**src/rtl/commit_trace_tx.sv**
```systemverilog
// commit_trace_tx
//   Captures retired instructions into a small commit FIFO and serializes
//   each entry onto a 32-bit valid/ready stream as a 4-word packet:
//   header, PC, instruction word, write data.
//
// Parameters
//   DEPTH   commit-FIFO entries (power of two, >= 2)
//   MARKER  constant placed in header bits [15:0]
//
// Ports
//   clk             single clock, rising edge
//   reset           synchronous, active-high
//   retire_valid    one instruction retired this cycle
//   retire_pc       PC of the retired instruction
//   retire_instr    retired instruction word
//   retire_wr_en    retired instruction writes the register file
//   retire_wr_reg   destination register index
//   retire_wr_data  value written
//   stall_req       FIFO full; core should hold retirement
//   tx_valid        tx_data holds a valid trace word
//   tx_ready        consumer accepts tx_data this cycle
//   tx_data         current trace word
//   overflow        sticky: at least one retirement was dropped
//   drop_cnt        saturating count of dropped retirements

module commit_trace_tx #(
   parameter int unsigned DEPTH  = 4,
   parameter logic [15:0] MARKER = 16'hA5A5
) (
   input  logic        clk,
   input  logic        reset,
   input  logic        retire_valid,
   input  logic [31:0] retire_pc,
   input  logic [31:0] retire_instr,
   input  logic        retire_wr_en,
   input  logic [4:0]  retire_wr_reg,
   input  logic [31:0] retire_wr_data,
   output logic        stall_req,
   output logic        tx_valid,
   input  logic        tx_ready,
   output logic [31:0] tx_data,
   output logic        overflow,
   output logic [15:0] drop_cnt
);

   localparam int unsigned PW = $clog2(DEPTH);
   localparam int unsigned CW = PW + 1;

   localparam logic [2:0] S_IDLE  = 3'd0;
   localparam logic [2:0] S_HDR   = 3'd1;
   localparam logic [2:0] S_PC    = 3'd2;
   localparam logic [2:0] S_INSTR = 3'd3;
   localparam logic [2:0] S_DATA  = 3'd4;

   typedef struct packed {
      logic [7:0]  seq;
      logic        wr_en;
      logic [4:0]  wr_reg;
      logic [31:0] pc;
      logic [31:0] instr;
      logic [31:0] data;
   } entry_t;

   entry_t        mem [DEPTH];
   entry_t        head;
   entry_t        new_entry;
   logic [PW-1:0] wr_ptr;
   logic [PW-1:0] rd_ptr;
   logic [CW-1:0] count;
   logic [CW-1:0] count_nxt;
   logic [2:0]    state;
   logic [7:0]    seq;
   logic          full;
   logic          push;
   logic          pop;
   logic          drop;

   assign full      = (count == CW'(DEPTH));
   assign stall_req = full;
   assign head      = mem[rd_ptr];

   // A pop on the DATA transfer frees a slot in the same cycle, so a
   // retirement arriving with the FIFO full is still accepted then.
   assign pop  = (state == S_DATA) && tx_ready;
   assign push = retire_valid && (!full || pop);
   assign drop = retire_valid && full && !pop;

   always_comb begin
      new_entry        = '0;
      new_entry.seq    = seq;
      new_entry.wr_en  = retire_wr_en;
      new_entry.wr_reg = retire_wr_reg;
      new_entry.pc     = retire_pc;
      new_entry.instr  = retire_instr;
      new_entry.data   = retire_wr_en ? retire_wr_data : 32'h0;
   end

   always_comb begin
      count_nxt = count;
      case ({push, pop})
         2'b10:   count_nxt = count + CW'(1);
         2'b01:   count_nxt = count - CW'(1);
         default: count_nxt = count;
      endcase
   end

   always_ff @(posedge clk) begin
      if (push) begin
         mem[wr_ptr] <= new_entry;
      end
   end

   always_ff @(posedge clk) begin
      if (reset) begin
         wr_ptr   <= '0;
         rd_ptr   <= '0;
         count    <= '0;
         seq      <= '0;
         overflow <= 1'b0;
         drop_cnt <= '0;
         state    <= S_IDLE;
      end else begin
         count <= count_nxt;
         if (push) begin
            wr_ptr <= wr_ptr + PW'(1);
         end
         if (pop) begin
            rd_ptr <= rd_ptr + PW'(1);
         end
         // Sequence numbers advance for dropped retirements too, so gaps
         // in the trace reveal where entries were lost.
         if (retire_valid) begin
            seq <= seq + 8'd1;
         end
         if (drop) begin
            overflow <= 1'b1;
            if (drop_cnt != '1) begin
               drop_cnt <= drop_cnt + 16'd1;
            end
         end
         case (state)
            S_IDLE:  if (count != '0) state <= S_HDR;
            S_HDR:   if (tx_ready) state <= S_PC;
            S_PC:    if (tx_ready) state <= S_INSTR;
            S_INSTR: if (tx_ready) state <= S_DATA;
            // Go straight to the next header when anything remains,
            // including an entry pushed on this same cycle.
            S_DATA:  if (tx_ready) state <= (count_nxt != '0) ? S_HDR : S_IDLE;
            default: state <= S_IDLE;
         endcase
      end
   end

   always_comb begin
      tx_valid = (state != S_IDLE);
      tx_data  = '0;
      case (state)
         S_HDR:   tx_data = {head.seq, head.wr_en, head.wr_reg, 2'b00, MARKER};
         S_PC:    tx_data = head.pc;
         S_INSTR: tx_data = head.instr;
         S_DATA:  tx_data = head.data;
         default: tx_data = '0;
      endcase
   end

endmodule

```
**config.mk**
```make
export PLATFORM = sky130hd
export DESIGN_NAME = commit_trace_tx
export DESIGN_NICKNAME = d
export VERILOG_FILES = /design/src/rtl/commit_trace_tx.sv
export SDC_FILE = /design/constraint.sdc
export NUM_CORES = 1
export LEC_CHECK = 0
export ABC_AREA = 1
export BUFFER_PORTS_ARGS = -buffer_cell sky130_fd_sc_hd__buf_2
export CORE_MARGIN = 2
export CORE_UTILIZATION = 50
export CTS_CLUSTER_DIAMETER = 200
export DETAILED_ROUTE_END_ITERATION = 7
export GPL_TIMING_DRIVEN = 0
export PLACE_DENSITY = 0.7
export RECOVER_POWER = 50
export SYNTH_ARGS = -nofsm -noshare
export SYNTH_HDL_FRONTEND = slang
export SYNTH_SLANG_ARGS = --single-unit
```
**constraint.sdc**
```tcl
create_clock -name clk -period 9.7 [get_ports clk]
set_clock_uncertainty 0.2 [all_clocks]
set_input_delay 1.94 -clock clk [delete_from_list [all_inputs] [get_ports clk]]
set_output_delay 1.94 -clock clk [all_outputs]
set_load 0.02 [all_outputs]
```
==> results.sh <==
export IMPL_status="finished, violations left"
export IMPL_failed_checks="max-capacitance violations, max-slew violations"
export IMPL_power_density_nw_per_um2=216
export IMPL_synthSimpleGateAreaFrac=0.120
export IMPL_clk_path_buf_depth=3
export IMPL_synth_area_um2=18900
export IMPL_critPathKind="flop to output pin"
export IMPL_synth_seq_cells=477
export IMPL_port_buffers=155
export IMPL_maxSlewViolCount=25
export IMPL_endpoint_kind="output pin"
export IMPL_core_area_um2=37500
export IMPL_synth_largest_area_cell="edfxtp_1"
export IMPL_grt_pass1_wl_um=72000
export IMPL_drc=0
export IMPL_worstMarginPinSlew_ps=1910
export IMPL_setup_viol=0
export IMPL_hpwl_um=32200
export IMPL_fmax_ghz=0.186
export IMPL_muxShareOfSynthArea=0
export IMPL_num_nets_final=1890
export IMPL_wl_per_cell_um=20.7
export IMPL_synth_compound_area_share=0.102
export IMPL_synthAdderAreaFrac=0.00502
export IMPL_ys_types=35
export IMPL_syn_to_final_growth_pct=16.3
export IMPL_grt_max_degree=30
export IMPL_start_util=0.505
export IMPL_ys_top_cells_by_area="edfxtp_1 70%, o21ai_0 5.8%, nor2_1 4.7%"
export IMPL_clk_pin_slew_ps=60
export IMPL_timing_final_ws_setup_ps=4340
export IMPL_wirelength_um=48200
export IMPL_relSlewSlack=-0.274
export IMPL_rsz0062_at_grt="false"
export IMPL_critPathArrivalTime_ps=3220
export IMPL_cts_tree="done"
export IMPL_grt_usage=0.244
export IMPL_max_cap_viol_count=1
export IMPL_drt_iter0_markers=1565
export IMPL_die_area_um2=39400
export IMPL_cts_made_buffers=47
export IMPL_p_leak_nw=7.85
export IMPL_syn_area_per_cell_um2=12.2
export IMPL_ys_seq_area_frac=0.737
export IMPL_hold_buffers=0
export IMPL_gp_congestion=0.819
export IMPL_die_x_um=199
export IMPL_clkLatencyLatePin_ps=560
export IMPL_worstPathRequired_ps=7560
export IMPL_synth_top_family_by_area="simple AND/OR/NAND/NOR gates"
export IMPL_drive_gt1_frac=0.104
export IMPL_die_h_um=199
export IMPL_cts_resized=0
export IMPL_post_cts_buffers=0
export IMPL_finalHoldViolCount=0
export IMPL_row_count=71
export IMPL_grt_pass1_vias=12600
export IMPL_grt_overflow=0
export IMPL_period_minus_slack_ps=5360
export IMPL_viasPerCell=5.66
export IMPL_holdCritPathClass="flop to flop"
export IMPL_synth_top_area_share=0.698
export IMPL_synth_xor_xnor_area_share=0
export IMPL_top_level_ports=157
export IMPL_htree_levels=2
export IMPL_ir_drop_mv=0.127
export IMPL_synth_warnings=0
export IMPL_period_share=0.553
export IMPL_start_kind="flop"
export IMPL_cts_sinks=477
export IMPL_finalPower_mw=4.76
export IMPL_vias=13200
export IMPL_antenna_found_initial=5
export IMPL_crit_path_max_fanout=10
export IMPL_ant_nets=0
export IMPL_synthCells=1557
export IMPL_cts_root_buf="clkbuf_16"
export IMPL_synth_fp_nets=1670
export IMPL_dr_pass1_iters=6
export IMPL_dpl_worst_slack_ps=4990
per-stage QoR:
| step | hold slack, ps | utilization | instances | setup TNS (ps) | instance area (um^2) |
|---|---|---|---|---|---|
| floorplan | 249 | - | 1557 | 0 | 18900 |
| global placement | 258 | 0.543 | 2223 | -800820 | 20300 |
| detailed placement | 276 | 0.553 | 2239 | 0 | 20700 |
| CTS | 285 | 0.591 | 2324 | 0 | 22200 |
| global route | 325 | 0.587 | 2326 | 0 | 22000 |
| finish | 277 | 0.588 | 2328 | 0 | 22000 |
synth_stat cells (all sizes together):
| cell | instances |
|---|---|
| edfxtp | 440 |
| nor2 | 244 |
| o21ai | 220 |
| nand2 | 202 |
| o22ai | 102 |
| inv | 82 |
| clkbuf | 72 |
| nand3 | 59 |
| dfxtp | 37 |
| a21oi | 33 |
| buf | 19 |
| nand4 | 18 |
| nor3 | 10 |
| ha | 6 |
| nor3b | 3 |
| a31oi | 2 |
| o21a | 2 |
| or2 | 2 |
| a211oi | 1 |
| clkinv | 1 |
| fa | 1 |
| nor4 | 1 |
cell type report:
cell class / instances / area, um^2
flip-flops and latches: 477 / 14000
multi-input cells: 906 / 4300
plain buffers: 91 / 359
repair buffers: 171 / 1000
clock buffers: 56 / 1210
fillers: 3054 / 15500
inverters: 83 / 313
clock inverters: 29 / 241
diodes: 4 / 10.0
well taps: 511 / 639
registers in the layout, indices dropped and copies added, names as in the netlist, named ones only:
name	cells
overflow	1
count	3
mem	440
rd_ptr	2
state	3
seq	8
wr_ptr	2
drop_cnt	16
final timing paths:
kind,slack (ps),cells past startpoint,end,start
worst max register to register,6030,9,mem[2][59]$_DFFE_PP_,state[0]$_SDFFE_PP0P_
worst min register to register,280,2,flop,rd_ptr[0]$_SDFFE_PP0N_
worst max-delay path,4340,8,tx_data[19],flop
worst min-delay path,280,2,flop,rd_ptr[0]$_SDFFE_PP0N_
power by group:
part	leakage (nW)	switching (mW)	internal, mW
clock network	0.709	0.739	0.994
logic	2.77	0.467	0.179
registers	4.37	0.0285	2.35
total	7.85	1.23	3.52
cells by family after synthesis:
logic type | Yosys count
buffers and inverters | 174
adders and majority gates | 7
DFF | 477
AOI/OAI and AO/OA | 360
and+or+nand+nor | 539
metal layers:
| metal | global-route usage | vias to the layer above | part of all wire |
|---|---|---|---|
| met3 | 0.0436 | 85 | 0.089 |
| met4 | 0.0813 | 4 | 0.024 |
| met5 | 0 | - | 0.00039 |
| met1 | 0.340 | 6408 | 0.41 |
| li1 | - | 6035 | - |
| met2 | 0.391 | 641 | 0.48 |
critical path: stages (launching register included):
cell	delay (ps)
dfxtp_1	460
buf_2	350
buf_2	370
clkbuf_1	460
nor2_1	110
o22ai_1	420
nand2_1	100
nand4_1	170
buf_2	200
layout by cell type (no fill, tap or decap), types with 13 or more instances in the layout:
cell	count
a21oi_1	33
buf_12	13
buf_2	97
clkbuf_1	155
clkbuf_16	47
clkinv_1	14
dfxtp_1	37
edfxtp_1	440
inv_1	81
nand2_1	201
nand3_1	59
nand4_1	17
nor2_1	237
o21ai_0	220
o22ai_1	102
(Power assumes the default switching activity.)
